**src/rtl/cam_pkg.sv**
```systemverilog
// Shared camera-path definitions: default geometry, writer state encoding and
// counter width helpers used by the capture, writer and display-reader blocks.
package cam_pkg;

  localparam int H_RES_DEF = 160;
  localparam int V_RES_DEF = 120;
  localparam int DW_DEF    = 8;
  localparam int AW_DEF    = 15;

  typedef enum logic [1:0] {
    ST_IDLE    = 2'd0,
    ST_CAPTURE = 2'd1,
    ST_DONE    = 2'd2
  } cam_state_e;

  // Bits needed to hold every value 0..n inclusive.
  function automatic int cnt_width(input int n);
    return (n < 1) ? 1 : $clog2(n + 1);
  endfunction

  localparam int COL_W_DEF    = cnt_width(H_RES_DEF);
  localparam int ROW_W_DEF    = cnt_width(V_RES_DEF);
  localparam int FB_DEPTH_DEF = H_RES_DEF * V_RES_DEF;

endpackage

```
**src/rtl/cam_frame_writer_if.sv**
```systemverilog
// Frame-buffer write port: the writer drives it (master), the BRAM consumes it (slave).
interface cam_frame_writer_if #(
  parameter int DW = 8,
  parameter int AW = 15
);
  logic          wr_en;
  logic [AW-1:0] wr_addr;
  logic [DW-1:0] wr_data;

  modport master (output wr_en, output wr_addr, output wr_data);
  modport slave  (input  wr_en, input  wr_addr, input  wr_data);
endinterface

```
**src/rtl/cam_line_counter.sv**
```systemverilog
// Column/row position tracker with a running line-start address, so the next
// line always begins at a multiple of H_RES regardless of the previous line length.
module cam_line_counter
  import cam_pkg::*;
#(
  parameter int H_RES = H_RES_DEF,
  parameter int V_RES = V_RES_DEF,
  parameter int AW    = AW_DEF
) (
  input  logic                        clk,
  input  logic                        rst,
  input  logic                        clr,
  input  logic                        inc,
  input  logic                        eol,
  output logic [cnt_width(H_RES)-1:0] col,
  output logic [cnt_width(V_RES)-1:0] row,
  output logic [AW-1:0]               addr
);

  localparam int COL_W = cnt_width(H_RES);
  localparam int ROW_W = cnt_width(V_RES);

  logic [COL_W-1:0] col_q, col_d, col_base_s;
  logic [ROW_W-1:0] row_q, row_d, row_base_s;
  logic [AW-1:0]    line_q, line_d, line_base_s;
  logic [AW-1:0]    addr_q, addr_d, addr_base_s;

  // clr restarts the frame; a pixel in the same cycle counts from the restarted origin.
  always_comb begin
    col_base_s  = clr ? '0 : col_q;
    row_base_s  = clr ? '0 : row_q;
    line_base_s = clr ? '0 : line_q;
    addr_base_s = clr ? '0 : addr_q;
    col_d       = col_base_s;
    row_d       = row_base_s;
    line_d      = line_base_s;
    addr_d      = addr_base_s;
    if (eol) begin
      col_d  = '0;
      row_d  = row_base_s + 1'b1;
      line_d = line_base_s + AW'(H_RES);
      addr_d = line_base_s + AW'(H_RES);
    end else if (inc) begin
      col_d  = col_base_s + 1'b1;
      addr_d = addr_base_s + 1'b1;
    end else begin
      col_d  = col_base_s;
      addr_d = addr_base_s;
    end
  end

  always_ff @(posedge clk or posedge rst) begin
    if (rst) begin
      col_q  <= '0;
      row_q  <= '0;
      line_q <= '0;
      addr_q <= '0;
    end else begin
      col_q  <= col_d;
      row_q  <= row_d;
      line_q <= line_d;
      addr_q <= addr_d;
    end
  end

  assign col  = col_q;
  assign row  = row_q;
  assign addr = addr_q;

endmodule

```
**src/rtl/cam_frame_writer.sv**
```systemverilog
// Camera frame writer: turns the capture pixel stream into linear frame-buffer
// writes and reports frame completion, restarts and malformed lines.
module cam_frame_writer
  import cam_pkg::*;
#(
  parameter int H_RES = H_RES_DEF,
  parameter int V_RES = V_RES_DEF,
  parameter int DW    = DW_DEF,
  parameter int AW    = AW_DEF
) (
  input  logic                        clk,
  input  logic                        rst,
  input  logic                        arm,
  input  logic                        sof,
  input  logic                        eol,
  input  logic                        px_valid,
  input  logic [DW-1:0]               px_data,
  cam_frame_writer_if.master          wr,
  output logic                        busy,
  output logic                        frame_done,
  output logic                        frame_abort,
  output logic                        line_err,
  output logic [cnt_width(V_RES)-1:0] row
);

  localparam int COL_W = cnt_width(H_RES);
  localparam int ROW_W = cnt_width(V_RES);

  cam_state_e       state_q, state_d;
  logic             wr_en_q, wr_en_d;
  logic [AW-1:0]    wr_addr_q, wr_addr_d;
  logic [DW-1:0]    wr_data_q, wr_data_d;
  logic             busy_q, busy_d;
  logic             frame_done_q, frame_done_d;
  logic             frame_abort_q, frame_abort_d;
  logic             line_err_q, line_err_d;

  logic [COL_W-1:0] col_s;
  logic [ROW_W-1:0] row_s;
  logic [AW-1:0]    addr_s;
  logic             cap_s, entry_s, run_s, room_s;
  logic             accept_s, drop_s, eol_s, short_s, last_s;
  logic [COL_W:0]   col_eff_s;

  cam_line_counter #(
    .H_RES (H_RES),
    .V_RES (V_RES),
    .AW    (AW)
  ) u_line_counter (
    .clk  (clk),
    .rst  (rst),
    .clr  (entry_s),
    .inc  (accept_s),
    .eol  (eol_s),
    .col  (col_s),
    .row  (row_s),
    .addr (addr_s)
  );

  // sof dominates everything in its cycle; eol only counts while a frame runs.
  always_comb begin
    cap_s     = (state_q == ST_CAPTURE);
    entry_s   = sof && arm;
    run_s     = cap_s && !sof;
    room_s    = (col_s < COL_W'(H_RES));
    accept_s  = px_valid && (entry_s || (run_s && room_s));
    drop_s    = px_valid && run_s && !room_s;
    eol_s     = eol && run_s;
    col_eff_s = {1'b0, col_s} + {{COL_W{1'b0}}, accept_s};
    short_s   = eol_s && (col_eff_s != (COL_W+1)'(H_RES));
    last_s    = eol_s && (row_s == ROW_W'(V_RES - 1));

    case (state_q)
      ST_IDLE:    state_d = entry_s ? ST_CAPTURE : ST_IDLE;
      ST_CAPTURE: begin
        if (sof) begin
          state_d = arm ? ST_CAPTURE : ST_IDLE;
        end else if (last_s) begin
          state_d = ST_DONE;
        end else begin
          state_d = ST_CAPTURE;
        end
      end
      ST_DONE:    state_d = entry_s ? ST_CAPTURE : ST_IDLE;
      default:    state_d = ST_IDLE;
    endcase

    wr_en_d       = accept_s;
    wr_addr_d     = accept_s ? (entry_s ? '0 : addr_s) : wr_addr_q;
    wr_data_d     = accept_s ? px_data : wr_data_q;
    busy_d        = (state_d == ST_CAPTURE);
    frame_done_d  = (state_d == ST_DONE);
    frame_abort_d = sof && cap_s;
    line_err_d    = entry_s ? 1'b0 : (line_err_q | short_s | drop_s);
  end

  always_ff @(posedge clk or posedge rst) begin
    if (rst) begin
      state_q       <= ST_IDLE;
      wr_en_q       <= 1'b0;
      wr_addr_q     <= '0;
      wr_data_q     <= '0;
      busy_q        <= 1'b0;
      frame_done_q  <= 1'b0;
      frame_abort_q <= 1'b0;
      line_err_q    <= 1'b0;
    end else begin
      state_q       <= state_d;
      wr_en_q       <= wr_en_d;
      wr_addr_q     <= wr_addr_d;
      wr_data_q     <= wr_data_d;
      busy_q        <= busy_d;
      frame_done_q  <= frame_done_d;
      frame_abort_q <= frame_abort_d;
      line_err_q    <= line_err_d;
    end
  end

  assign wr.wr_en     = wr_en_q;
  assign wr.wr_addr   = wr_addr_q;
  assign wr.wr_data   = wr_data_q;
  assign busy         = busy_q;
  assign frame_done   = frame_done_q;
  assign frame_abort  = frame_abort_q;
  assign line_err     = line_err_q;
  assign row          = row_s;

endmodule
```
**src/flat_wrapper.sv**
```systemverilog
// flat-port wrapper written by rule: the top's interface ports become plain ports
module cam_frame_writer_flat import cam_pkg::*;
#(
  parameter int H_RES = H_RES_DEF,
  parameter int V_RES = V_RES_DEF,
  parameter int DW    = DW_DEF,
  parameter int AW    = AW_DEF
)
  (clk, rst, arm, sof, eol, px_valid, px_data, busy, frame_done, frame_abort, line_err, row, wr_wr_en, wr_wr_addr, wr_wr_data);
  cam_frame_writer_if #(.DW(DW), .AW(AW)) wr_i ();
  input  logic clk;
  input  logic rst;
  input  logic arm;
  input  logic sof;
  input  logic eol;
  input  logic px_valid;
  input  logic [DW-1:0] px_data;
  output logic busy;
  output logic frame_done;
  output logic frame_abort;
  output logic line_err;
  output logic [cnt_width(V_RES)-1:0] row;
  output wire logic [$bits(wr_i.wr_en)-1:0] wr_wr_en;
  output wire logic [$bits(wr_i.wr_addr)-1:0] wr_wr_addr;
  output wire logic [$bits(wr_i.wr_data)-1:0] wr_wr_data;
  assign wr_wr_en = wr_i.wr_en;
  assign wr_wr_addr = wr_i.wr_addr;
  assign wr_wr_data = wr_i.wr_data;
  cam_frame_writer #(.H_RES(H_RES), .V_RES(V_RES), .DW(DW), .AW(AW)) u_core (.clk(clk), .rst(rst), .arm(arm), .sof(sof), .eol(eol), .px_valid(px_valid), .px_data(px_data), .wr(wr_i), .busy(busy), .frame_done(frame_done), .frame_abort(frame_abort), .line_err(line_err), .row(row));
endmodule
```
**config.mk**
```make
export PLATFORM = sky130hd
export DESIGN_NAME = cam_frame_writer_flat
export DESIGN_NICKNAME = d
export VERILOG_FILES = /design/src/rtl/cam_pkg.sv /design/src/rtl/cam_frame_writer_if.sv /design/src/rtl/cam_line_counter.sv /design/src/rtl/cam_frame_writer.sv /design/src/flat_wrapper.sv
export SDC_FILE = /design/constraint.sdc
export NUM_CORES = 1
export LEC_CHECK = 0
export BUFFER_PORTS_ARGS = -buffer_cell sky130_fd_sc_hd__buf_4
export CORE_ASPECT_RATIO = 1.5
export CORE_MARGIN = 1
export CORE_UTILIZATION = 45
export DETAILED_ROUTE_END_ITERATION = 12
export GPL_ROUTABILITY_DRIVEN = 0
export PLACE_DENSITY = 0.68
export SYNTH_ARGS = -nofsm -noshare
export SYNTH_HDL_FRONTEND = slang
export SYNTH_HIERARCHICAL = 1
export SYNTH_SLANG_ARGS = --single-unit
```
**constraint.sdc**
```tcl
create_clock -name clk -period 4.2 [get_ports clk]
set_clock_uncertainty 0.1 [all_clocks]
set_input_delay 0.63 -clock clk [delete_from_list [all_inputs] [get_ports clk]]
set_output_delay 0.63 -clock clk [all_outputs]
set_load 0.01 [all_outputs]
```
==> impl_metrics.py <==
metrics = {
    "outcome": {
        "status": "finished, final reports clean",
    },
    "power": {
        "power_density_nw_per_um2": 398,
        "total_power_uw": 1740,
        "leakage_uw": 0.00199,
        "ir_drop_uv": 209,
    },
    "die": {
        "die_area_um2": 8540,
        "io_pins": 49,
        "core_um2": 7960,
        "die_h_um": 113,
        "rows": 40,
        "die_w_um": 75.8,
        "initial_core_util_pct": 46.2,
    },
    "synthesis": {
        "syn_area_per_cell_um2": 10.7,
        "netlist.area_leader.share_pct": 51.0,
        "synth_ff_type": "dfrtp_1",
        "yosysTopAreaCell": "dfrtp_1",
        "yosys_warnings": 6,
        "synth_cell_types": 62,
        "synthTopCellsByArea": "dfrtp_1 (51%), xnor2_1 (5.7%), a22o_1 (3.6%)",
        "synth_seq_cells": 75,
        "syn_inst": 343,
        "synth_edf_count": 0,
        "syn-cell-area_um2": 3680,
        "seq_area_frac_synth_pct": 51.0,
        "async_flop_share_pct": 100,
        "syn-num-nets": 362,
    },
    "cells_and_area": {
        "final_util_pct": 55.0,
        "fin_cells": 494,
        "nFillCells": 691,
        "area_delta_synth_final_pct": 19.0,
        "drive_gt1_share_pct": 20.6,
        "antennaDiodeCount": 0,
        "layout_commonest_cell": "dfrtp_1",
        "fin_nets": 407,
        "final_cell_mix": "dfrtp_1 (75), buf_4 (53), nor2_1 (30)",
    },
    "global_route": {
        "grt_pass1_wl_mm": 12.4,
        "grt_use_total_pct": 19.4,
        "grt_pass1_vias": 2688,
        "antenna_found_initial": 0,
        "grt.overflow.total": 0,
        "grt_max_degree": 56,
    },
    "cts": {
        "htree_levels": 3,
        "cts_tree": "done",
        "cts_root_buf": "clkbuf_16",
        "ctsResizeCount": 0,
        "clock_path_buffers": 2,
        "insertion_delay_ns": 0.33,
        "cts_made_buffers": 9,
        "post_cts_buffers": 0,
        "postCtsHoldBufs": 0,
        "clk_pin_slew_ns": 0.05,
        "numClockSinks": 75,
    },
    "sta": {
        "post-route-min-period_ns": 3.22,
        "maxSlewHeadroom_pct": 32.1,
        "finalHoldViolations": 0,
        "worstMarginPinSlew_ns": 1.02,
        "slew_viol_final": 0,
        "tns_ns": 0,
        "timing.fmax_mhz": 310,
        "finalCritPeriodShare_pct": 76.7,
        "finalSetupViolCount": 0,
        "rsz0062_at_grt": "false",
        "worst_slack_ns": 0.977,
    },
    "route": {
        "firstDrtPassIters": 4,
        "via_per_inst": 5.41,
        "avgRoutedWirePerCell_um": 14.9,
        "ant_nets": 0,
        "via_count": 2671,
        "drc": 0,
        "drt_wl_total_mm": 7.35,
        "initialDrtViolationCount": 154,
    },
    "placement": {
        "pre_cts_slack_ns": 0.763,
        "dp_hpwl_mm": 5.10,
        "port_buffers": 48,
        "place_inst": 482,
    },
    "min_path": {
        "hp-class": "in2async",
    },
    "critical_path": {
        "start_kind": "flop",
        "cp_max_fo": 24,
        "worstSetupEndpointType": "flop",
        "cp.arrival_ns": 3.31,
        "path_class": "reg2reg",
        "critPathRequiredTime_ns": 4.29,
    },
    "run": {
        "maxCapViolCount": 0,
    },
}
## report_power, final
group	total, µW	leakage, µW	internal (µW)	switching, µW
sequential	834	0.00101	782	51.3
clock	670	0.000126	418	252
combinational	238	0.000860	118	120
## synthesized netlist by cell type (3+ instances only)
library cell  count
o21a_1            3
mux2i_1           3
nor2b_1          14
o22ai_1           3
mux2_1            5
a311oi_1          4
xnor2_1          24
nor4_1            3
a22o_1           15
nand3b_1          3
nand3_1           4
buf_2             3
clkbuf_1         13
nand4b_1          6
nor3_1            7
inv_1            13
a21oi_1           8
xor2_1            9
o21ai_0           8
nor2_1           30
mux2_2            5
nand4_1          12
dfrtp_1          75
nand2_1          19
nand2b_1          7
ha_1              5
## sequential cells by signal (all words and copies together) (netlist names)
name	cells
u_core/u_line_counter/addr	15
u_core/wr.wr_addr	15
u_core/u_line_counter/col	8
u_core/frame_abort	1
u_core/state_q	2
u_core/line_err	1
u_core/u_line_counter/line_q	15
u_core/wr.wr_en	1
u_core/u_line_counter/row	7
u_core/busy	1
u_core/wr.wr_data	8
u_core/frame_done	1
## stage by stage
| stage | hold slack (ns) | area [µm²] |
|---|---|---|
| after floorplan | 0.350 | 3680 |
| after global placement | 0.374 | 4120 |
| after detailed placement | 0.384 | 4120 |
| after CTS | 0.387 | 4380 |
| after global routing | 0.413 | 4380 |
| final | 0.361 | 4380 |
## worst paths after layout
| path | startpoint | to | slack (ns) | cells after the start |
|---|---|---|---|---|
| setup / recovery | u_core/u_line_counter/col[5] | u_core/line_err | 0.98 | 11 |
| hold / removal | rst | u_core/u_line_counter/addr[1] | 0.36 | 3 |
| setup reg to reg | u_core/u_line_counter/col[5] | u_core/line_err | 0.98 | 11 |
| hold reg to reg | u_core/wr.wr_data[1] | u_core/wr.wr_data[1] | 0.39 | 1 |
| max in group asynchronous | rst | u_core/wr.wr_data[0] | 2.92 | 2 |
| min in group clk | u_core/wr.wr_data[1] | u_core/wr.wr_data[1] | 0.39 | 1 |
## final cells by class
| type | count | area (µm²) | share of cell area, % |
|---|---|---|---|
| repair buffers | 53 | 398 | 9.09 |
| multi-input cells | 234 | 1660 | 37.9 |
| inverters | 15 | 56.3 | 1.29 |
| clock buffers | 12 | 256 | 5.86 |
| flip-flops and latches | 75 | 1880 | 42.9 |
| well taps | 105 | 131 | 3.00 |
## worst max-delay path, cell delays in order, from the launching register on
cell	delay [ns]
dfrtp_1	0.41
o21a_1	0.16
and3b_1	0.17
buf_4	0.19
a21oi_4	0.54
inv_1	0.21
buf_4	0.24
ha_1	0.23
ha_1	0.29
nor4b_1	0.25
o221a_2	0.23
o22ai_1	0.06
## metal layers
layer | track usage [%] | wire length (µm) | part of all wire, % | vias up
met4 | 11.1 | 185 | 2.5 | 0
met2 | 32.1 | 3740 | 51 | 67
met1 | 23.6 | 3200 | 44 | 1296
met3 | 2.58 | 222 | 3.0 | 12
met5 | 0 | 0 | 0 | -
li1 | - | - | - | 1296
## logic make-up after synthesis
kind of cell	share of synthesized area, %
AOI/OAI and AO/OA	11.1
DFF	51.0
muxes	3.88
adders and majority gates	1.70
buffers and inverters	3.88
xor gates and xnor gates	7.86
and+or+nand+nor	20.6
Note: power is estimated with default switching activity, not from simulation.
